[src/rtl/multdiv_pkg.sv]
// multdiv_pkg: shared types and constants for the multdiv sequencing controller.
//   md_state_e  - controller FSM states
//   OP_*        - request opcode encoding (req_op)
//   RSTATUS_REG - register that receives the status code on an exception
//   EXC_*       - status codes written on mult overflow / divide-by-zero
package multdiv_pkg;

  typedef enum logic [2:0] {
    S_IDLE,
    S_START,
    S_BUSY,
    S_DONE,
    S_DRAIN
  } md_state_e;

  localparam logic        OP_MULT     = 1'b0;
  localparam logic        OP_DIV      = 1'b1;
  localparam logic [4:0]  RSTATUS_REG = 5'd30;
  localparam logic [31:0] EXC_MULT    = 32'd4;
  localparam logic [31:0] EXC_DIV     = 32'd5;

  // Status code reported for an excepting operation of the given type.
  function automatic logic [31:0] exc_code(input logic op);
    return (op == OP_DIV) ? EXC_DIV : EXC_MULT;
  endfunction

endpackage

[src/rtl/multdiv_ctrl_if.sv]
// multdiv_ctrl_if: bundles the execute-stage request, multdiv unit and
// writeback handshakes of the controller.
//   slave  - the controller's view (consumes requests, drives multdiv/writeback)
//   master - the surrounding pipeline / multdiv unit / register file view
interface multdiv_ctrl_if;
  // execute stage request
  logic        req_valid;
  logic        req_op;
  logic [31:0] req_a;
  logic [31:0] req_b;
  logic [4:0]  req_rd;
  logic        req_ready;
  logic        flush;
  logic        stall;
  // multdiv unit
  logic [31:0] md_a;
  logic [31:0] md_b;
  logic        md_ctrl_mult;
  logic        md_ctrl_div;
  logic [31:0] md_result;
  logic        md_except;
  logic        md_ready;
  // writeback
  logic        wb_valid;
  logic [4:0]  wb_rd;
  logic [31:0] wb_data;
  logic        wb_ack;
  logic        timeout_err;

  modport slave (
    input  req_valid, req_op, req_a, req_b, req_rd, flush,
           md_result, md_except, md_ready, wb_ack,
    output req_ready, stall, md_a, md_b, md_ctrl_mult, md_ctrl_div,
           wb_valid, wb_rd, wb_data, timeout_err
  );

  modport master (
    output req_valid, req_op, req_a, req_b, req_rd, flush,
           md_result, md_except, md_ready, wb_ack,
    input  req_ready, stall, md_a, md_b, md_ctrl_mult, md_ctrl_div,
           wb_valid, wb_rd, wb_data, timeout_err
  );
endinterface

[src/rtl/md_timeout_ctr.sv]
// md_timeout_ctr: watchdog counter for one multdiv operation.
//   clock, reset_n - clock / async active-low reset
//   clr_i          - zero the count (operation start)
//   en_i           - count one cycle
//   tc_o           - high during the TIMEOUT_CYCLES-th enabled cycle after clr_i
module md_timeout_ctr #(
  parameter int TIMEOUT_CYCLES = 64
) (
  input  logic clock,
  input  logic reset_n,
  input  logic clr_i,
  input  logic en_i,
  output logic tc_o
);

  localparam int CW = $clog2(TIMEOUT_CYCLES + 1);

  logic [CW-1:0] cnt_q, cnt_d;

  // The count holds the number of already-completed cycles, so the cycle in
  // which it reads TIMEOUT_CYCLES-1 is the one that brings it to the limit.
  assign tc_o = (cnt_q == CW'(TIMEOUT_CYCLES - 1));

  always_comb begin
    cnt_d = cnt_q;
    if (clr_i)             cnt_d = '0;
    else if (en_i && !tc_o) cnt_d = cnt_q + 1'b1;
  end

  always_ff @(posedge clock or negedge reset_n) begin
    if (!reset_n) cnt_q <= '0;
    else          cnt_q <= cnt_d;
  end

endmodule

[src/rtl/multdiv_ctrl.sv]
// multdiv_ctrl: sequences one mult/div at a time through the iterative
// multdiv unit and returns the result over a valid/ack writeback.
//   clock, reset_n - clock / async active-low reset
//   bus            - request, multdiv and writeback signals (slave modport)
// IDLE -> START (one-cycle start pulse) -> BUSY (wait md_ready, watchdog)
//   -> DONE (hold writeback until wb_ack) -> IDLE.
// A flush in START/BUSY parks the FSM in DRAIN until multdiv finishes or the
// watchdog expires, so a later START never overlaps a running operation.
module multdiv_ctrl
  import multdiv_pkg::*;
#(
  parameter int TIMEOUT_CYCLES = 64
) (
  input logic           clock,
  input logic           reset_n,
  multdiv_ctrl_if.slave bus
);

  md_state_e   state_q, state_d;
  logic [31:0] a_q, a_d, b_q, b_d;
  logic        op_q, op_d;
  logic [4:0]  rd_q, rd_d;
  logic [4:0]  wb_rd_q, wb_rd_d;
  logic [31:0] wb_data_q, wb_data_d;

  logic        ctr_clr, ctr_en, ctr_tc;
  logic        timeout_pulse;
  logic [4:0]  res_rd;
  logic [31:0] res_data;

  md_timeout_ctr #(.TIMEOUT_CYCLES(TIMEOUT_CYCLES)) u_wdog (
    .clock   (clock),
    .reset_n (reset_n),
    .clr_i   (ctr_clr),
    .en_i    (ctr_en),
    .tc_o    (ctr_tc)
  );

  always_comb begin
    state_d       = state_q;
    a_d           = a_q;
    b_d           = b_q;
    op_d          = op_q;
    rd_d          = rd_q;
    wb_rd_d       = wb_rd_q;
    wb_data_d     = wb_data_q;
    ctr_clr       = 1'b0;
    ctr_en        = 1'b0;
    timeout_pulse = 1'b0;
    // resolved writeback for an md_ready in this cycle
    res_rd        = bus.md_except ? RSTATUS_REG : rd_q;
    res_data      = bus.md_except ? exc_code(op_q) : bus.md_result;

    unique case (state_q)
      S_IDLE: begin
        if (bus.req_valid && !bus.flush) begin
          a_d     = bus.req_a;
          b_d     = bus.req_b;
          op_d    = bus.req_op;
          rd_d    = bus.req_rd;
          state_d = S_START;
        end
      end
      // md_ready is not looked at here: it may still be up from the
      // previous operation.
      S_START: begin
        ctr_clr = 1'b1;
        state_d = bus.flush ? S_DRAIN : S_BUSY;
      end
      // Priority: flush > md_ready > watchdog.
      S_BUSY: begin
        ctr_en = 1'b1;
        if (bus.flush) begin
          state_d = S_DRAIN;
        end else if (bus.md_ready) begin
          if (res_rd == 5'd0) begin
            state_d = S_IDLE;
          end else begin
            wb_rd_d   = res_rd;
            wb_data_d = res_data;
            state_d   = S_DONE;
          end
        end else if (ctr_tc) begin
          timeout_pulse = 1'b1;
          state_d       = S_IDLE;
        end
      end
      // Result belongs to a committed instruction, so flush is not honoured.
      S_DONE: begin
        if (bus.wb_ack) state_d = S_IDLE;
      end
      S_DRAIN: begin
        ctr_en = 1'b1;
        if (bus.md_ready || ctr_tc) state_d = S_IDLE;
      end
      default: state_d = S_IDLE;
    endcase
  end

  always_ff @(posedge clock or negedge reset_n) begin
    if (!reset_n) begin
      state_q   <= S_IDLE;
      a_q       <= '0;
      b_q       <= '0;
      op_q      <= OP_MULT;
      rd_q      <= '0;
      wb_rd_q   <= '0;
      wb_data_q <= '0;
    end else begin
      state_q   <= state_d;
      a_q       <= a_d;
      b_q       <= b_d;
      op_q      <= op_d;
      rd_q      <= rd_d;
      wb_rd_q   <= wb_rd_d;
      wb_data_q <= wb_data_d;
    end
  end

  assign bus.req_ready    = (state_q == S_IDLE);
  assign bus.stall        = (state_q == S_START) || (state_q == S_BUSY) ||
                            (state_q == S_DONE);
  assign bus.md_a         = a_q;
  assign bus.md_b         = b_q;
  assign bus.md_ctrl_mult = (state_q == S_START) && (op_q == OP_MULT);
  assign bus.md_ctrl_div  = (state_q == S_START) && (op_q == OP_DIV);
  assign bus.wb_valid     = (state_q == S_DONE);
  assign bus.wb_rd        = wb_rd_q;
  assign bus.wb_data      = wb_data_q;
  assign bus.timeout_err  = timeout_pulse;

endmodule
[src/flat_wrapper.sv]
// flat-port wrapper written by rule: the top's interface ports become plain ports
module multdiv_ctrl_flat import multdiv_pkg::*;
#(
  parameter int TIMEOUT_CYCLES = 64
)
  (clock, reset_n, bus_req_valid, bus_req_op, bus_req_a, bus_req_b, bus_req_rd, bus_flush, bus_md_result, bus_md_except, bus_md_ready, bus_wb_ack, bus_req_ready, bus_stall, bus_md_a, bus_md_b, bus_md_ctrl_mult, bus_md_ctrl_div, bus_wb_valid, bus_wb_rd, bus_wb_data, bus_timeout_err);
  multdiv_ctrl_if bus_i ();
  input logic clock;
  input logic reset_n;
  input wire logic [$bits(bus_i.req_valid)-1:0] bus_req_valid;
  input wire logic [$bits(bus_i.req_op)-1:0] bus_req_op;
  input wire logic [$bits(bus_i.req_a)-1:0] bus_req_a;
  input wire logic [$bits(bus_i.req_b)-1:0] bus_req_b;
  input wire logic [$bits(bus_i.req_rd)-1:0] bus_req_rd;
  input wire logic [$bits(bus_i.flush)-1:0] bus_flush;
  input wire logic [$bits(bus_i.md_result)-1:0] bus_md_result;
  input wire logic [$bits(bus_i.md_except)-1:0] bus_md_except;
  input wire logic [$bits(bus_i.md_ready)-1:0] bus_md_ready;
  input wire logic [$bits(bus_i.wb_ack)-1:0] bus_wb_ack;
  output wire logic [$bits(bus_i.req_ready)-1:0] bus_req_ready;
  output wire logic [$bits(bus_i.stall)-1:0] bus_stall;
  output wire logic [$bits(bus_i.md_a)-1:0] bus_md_a;
  output wire logic [$bits(bus_i.md_b)-1:0] bus_md_b;
  output wire logic [$bits(bus_i.md_ctrl_mult)-1:0] bus_md_ctrl_mult;
  output wire logic [$bits(bus_i.md_ctrl_div)-1:0] bus_md_ctrl_div;
  output wire logic [$bits(bus_i.wb_valid)-1:0] bus_wb_valid;
  output wire logic [$bits(bus_i.wb_rd)-1:0] bus_wb_rd;
  output wire logic [$bits(bus_i.wb_data)-1:0] bus_wb_data;
  output wire logic [$bits(bus_i.timeout_err)-1:0] bus_timeout_err;
  assign bus_i.req_valid = bus_req_valid;
  assign bus_i.req_op = bus_req_op;
  assign bus_i.req_a = bus_req_a;
  assign bus_i.req_b = bus_req_b;
  assign bus_i.req_rd = bus_req_rd;
  assign bus_i.flush = bus_flush;
  assign bus_i.md_result = bus_md_result;
  assign bus_i.md_except = bus_md_except;
  assign bus_i.md_ready = bus_md_ready;
  assign bus_i.wb_ack = bus_wb_ack;
  assign bus_req_ready = bus_i.req_ready;
  assign bus_stall = bus_i.stall;
  assign bus_md_a = bus_i.md_a;
  assign bus_md_b = bus_i.md_b;
  assign bus_md_ctrl_mult = bus_i.md_ctrl_mult;
  assign bus_md_ctrl_div = bus_i.md_ctrl_div;
  assign bus_wb_valid = bus_i.wb_valid;
  assign bus_wb_rd = bus_i.wb_rd;
  assign bus_wb_data = bus_i.wb_data;
  assign bus_timeout_err = bus_i.timeout_err;
  multdiv_ctrl #(.TIMEOUT_CYCLES(TIMEOUT_CYCLES)) u_core (.clock(clock), .reset_n(reset_n), .bus(bus_i));
endmodule
[config.mk]
export PLATFORM = sky130hd
export DESIGN_NAME = multdiv_ctrl_flat
export DESIGN_NICKNAME = d
export VERILOG_FILES = /design/src/rtl/multdiv_pkg.sv /design/src/rtl/multdiv_ctrl_if.sv /design/src/rtl/md_timeout_ctr.sv /design/src/rtl/multdiv_ctrl.sv /design/src/flat_wrapper.sv
export SDC_FILE = /design/constraint.sdc
export NUM_CORES = 1
export LEC_CHECK = 0
export BUFFER_PORTS_ARGS = -buffer_cell sky130_fd_sc_hd__clkbuf_2
export CORE_MARGIN = 2
export CORE_UTILIZATION = 40
export DETAILED_ROUTE_END_ITERATION = 10
export PLACE_DENSITY = 0.7
export SLEW_MARGIN = 10
export SYNTH_ARGS = -nofsm -noshare
export SYNTH_HDL_FRONTEND = slang
export SYNTH_HIERARCHICAL = 1
export SYNTH_SLANG_ARGS = --single-unit
export TNS_END_PERCENT = 1
[constraint.sdc]
create_clock -name clock -period 2.6 [get_ports clock]
set_input_delay 0 -clock clock [delete_from_list [all_inputs] [get_ports clock]]
set_output_delay 0 -clock clock [all_outputs]
set_load 0.01 [all_outputs]
==> results.yml <==
floorplanning:
  rows: 40
  coreArea_sq_mm: 0.0119
  fp.dieArea_sq_mm: 0.0130
  die_w_um: 114
  pin_count: 216
  die_h_um: 114
  start_util: 0.408
detailed_routing:
  dr.first_iter.drc_count: 250
  wl_per_cell_um: 14.3
  ant_nets: 0
  drt_wl_total_mm: 12.4
  drt_first_pass_iters: 4
  drc: 0
  viasPerCell: 4.65
  routed-via-count: 4019
clocking:
  post-cts-setup-buffers: 0
  clkSinkCount: 117
  insertion_delay_ns: 0.40
  cts_tree: "built"
  clk_path_buf_depth: 2
  clk_pin_slew_worst_paths_ns: 0.05
  cts_made_buffers: 17
  clockRootBuffer: "clkbuf_16"
  h-tree-depth: 4
timing:
  rsz0062_at_grt: "no"
  finalSetupViolCount: 0
  fin_setup_tns_ns: 0
  drv_slew: 0
  fin_crit_ns: 2.06
  skew_ns: 0.00885
  slew_headroom: 0.591
  timing.hold.ws_ns: 0.0391
  fin_crit_sh: 0.794
  tightest_slew_ns: 0.614
  finalHoldViolCount: 0
  clock.fmax_ghz: 0.484
pwr:
  power.switching_uw: 2660
  powerDensity_mw_per_mm2: 1080
  ir_drop_mv: 0.652
  power.internal_uw: 5720
  power_frac_comb: 0.339
  power.share.switching: 0.317
  power_frac_clock: 0.278
  p_seq_frac: 0.383
  p_leak_uw: 0.00384
critical_path:
  cp_max_fo: 4
  critPathKind: "reg -> reg"
  worstSetupStartpointType: "flip-flop"
  cp.arrival_ns: 2.35
  endpoint_kind: "flip-flop"
  required_ns: 2.88
final_layout:
  antenna_cells: 0
  multiInputGateArea_sq_mm: 0.00181
  layout.area.seq_sq_mm: 0.00293
  nets: 815
  area_growth_pct: 59.9
  fin_area_sq_mm: 0.00777
  drive_above_1_share: 0.465
  final.fill_count: 911
global_routing:
  grt_max_degree: 114
  overflow: 0
  grt_pass1_wl_mm: 20.2
  grt_use_total: 0.197
  antenna_found_initial: 0
  grt_pass1_vias: 4224
logic_synthesis:
  ys_seq_area_frac: 0.603
  synth_cell_types: 48
  async_flop_share: 1.00
  synth_mux_area_frac: 0.174
  synth_fp_nets: 491
  syn_area_per_cell_sq_um: 12.8
  syn_area_sq_mm: 0.00486
  ys_warn_count: 6
  synth_edf_count: 0
  synth_adder_area_share: 0.00258
  synth.top_cell.area_share: 0.603
  synth_top_family_by_area: "multiplexers"
  yosys.area.top_type: "dfrtp_1"
  ys_seq_elements: 117
  synthCells: 381
  ys_top_cells_by_area: "dfrtp_1 (60%), mux2_2 (16%), nand2b_1 (4.5%)"
  synth-simple-area-share: 0.119
  synth_ff_type: "dfrtp_1"
  synthXorXnorAreaFrac: 0.00180
  synth_compound_area_frac: 0.0698
outcome:
  outcome: "complete, no violations"
placed_design:
  placed_cell_area_sq_mm: 0.00609
  post-dp-hpwl_mm: 7.73
  gp_congestion: 0.813
  io_buffers: 215
run:
  maxCapViolCount: 0
worst_hold_path:
  worst_hold_path_type: "in -> reg"
==> final timing paths <==
check / startpoint / end / slack, ns / cells past startpoint
hold / removal: bus_md_except / u_core/bus.wb_rd[2] / 0.04 / 3
max in group asynchronous: reset_n / u_core/bus.md_b[13] / 1.83 / 3
min in group asynchronous: reset_n / u_core/bus.md_a[13] / 0.24 / 3
setup / recovery: u_core/u_wdog/cnt_q[0] / u_core/state_q[1] / 0.54 / 8
setup reg to reg: u_core/u_wdog/cnt_q[0] / u_core/state_q[1] / 0.54 / 8
hold reg to reg: u_core/bus.wb_rd[4] / u_core/bus.wb_rd[4] / 0.47 / 2
==> power groups by stage <==
stage | Sequential [uW] | Clock, uW | Combinational (uW)
2_1_floorplan | 3500 | 0 | 1190
3_3_place_gp | 3160 | 0 | 2640
3_5_place_dp | 3210 | 0 | 2730
6_report | 3210 | 2330 | 2840
5_1_grt | 3320 | 2480 | 3110
4_1_cts | 3200 | 2390 | 2860
==> synthesized netlist by cell type, types with 2 or more instances <==
master / instances
buf_2: 9
and2_1: 2
inv_1: 3
nand2b_1: 35
mux2i_1: 3
nand2_1: 40
nand3_1: 2
nor2b_1: 6
a211oi_2: 2
buf_6: 2
clkbuf_2: 2
mux2_2: 70
buf_4: 4
nor2_1: 10
and3b_1: 2
o21ai_0: 35
a221oi_1: 2
clkbuf_1: 6
dfrtp_1: 117
==> cell usage in the layout, fill, tap and decap left out, types with 4 or more instances in the layout <==
cell type and count:
buf_4 4, clkbuf_16 17, clkbuf_2 214, clkinv_2 4, dfrtp_1 117, dlygate4sd3_1 107, mux2_2 70, nand2_1 40
nand2b_1 35, nor2_1 10, nor2b_1 6, o21ai_0 35
==> metrics by stage <==
stage	cells	power [uW]	setup WS (ns)	utilization
final	865	8380	0.535	0.652
after global routing	865	8910	0.378	0.652
after CTS	865	8450	0.530	0.652
after detailed placement	726	5940	0.561	0.512
after global placement	726	5810	0.617	0.512
after floorplan	381	4690	0.710	-
==> final cells by class <==
type / count / share of cell area
flip-flops and latches: 117 / 0.377
inverters: 4 / 0.00193
well taps: 147 / 0.0237
multi-input cells: 237 / 0.233
clock inverters: 9 / 0.0161
clock buffers: 23 / 0.0615
repair buffers: 328 / 0.287
==> metal layers <==
layer / wire length (um) / share of wire / vias to the layer above / GRT usage
met5: 0 / 0 / - / 0
met4: 240 / 0.019 / 0 / 0.0854
met3: 659 / 0.053 / 16 / 0.0455
met2: 6650 / 0.54 / 125 / 0.352
met1: 4830 / 0.39 / 1918 / 0.226
li1: - / - / 1960 / -
==> kinds of logic after synthesis <==
logic type	Yosys count
DFF	117
and+or+nand+nor	107
muxes	75
AOI/OAI and AO/OA	53
buffers and inverters	27
xor gates and xnor gates	1
adders and majority gates	1
==> critical path, cell delays in order (launching register included) <==
cell and delay (ns):
dfrtp_1 0.38, ha_1 0.22, nand2_1 0.10, or3_4 0.37
inv_1 0.08, nor3_1 0.07, a221oi_1 0.26, o22ai_1 0.16
a221o_1 0.31
==> state kept, by name (all words and copies together) (netlist names) <==
signal	cells
u_core/bus.md_a	32
u_core/bus.md_b	32
u_core/bus.wb_data	32
u_core/bus.wb_rd	5
u_core/op_q	1
u_core/rd_q	5
u_core/state_q	3
u_core/u_wdog/cnt_q	7
==> timing repair <==
| item | in CTS | in global routing |
|---|---|---|
| resized for setup | 0 | 0 |
| hold endpoints to repair | 222 | 0 |
| setup endpoints to repair | 0 | 0 |
| hold buffers | 107 | 0 |
No activity file was read; power rests on OpenSTA's default activity.
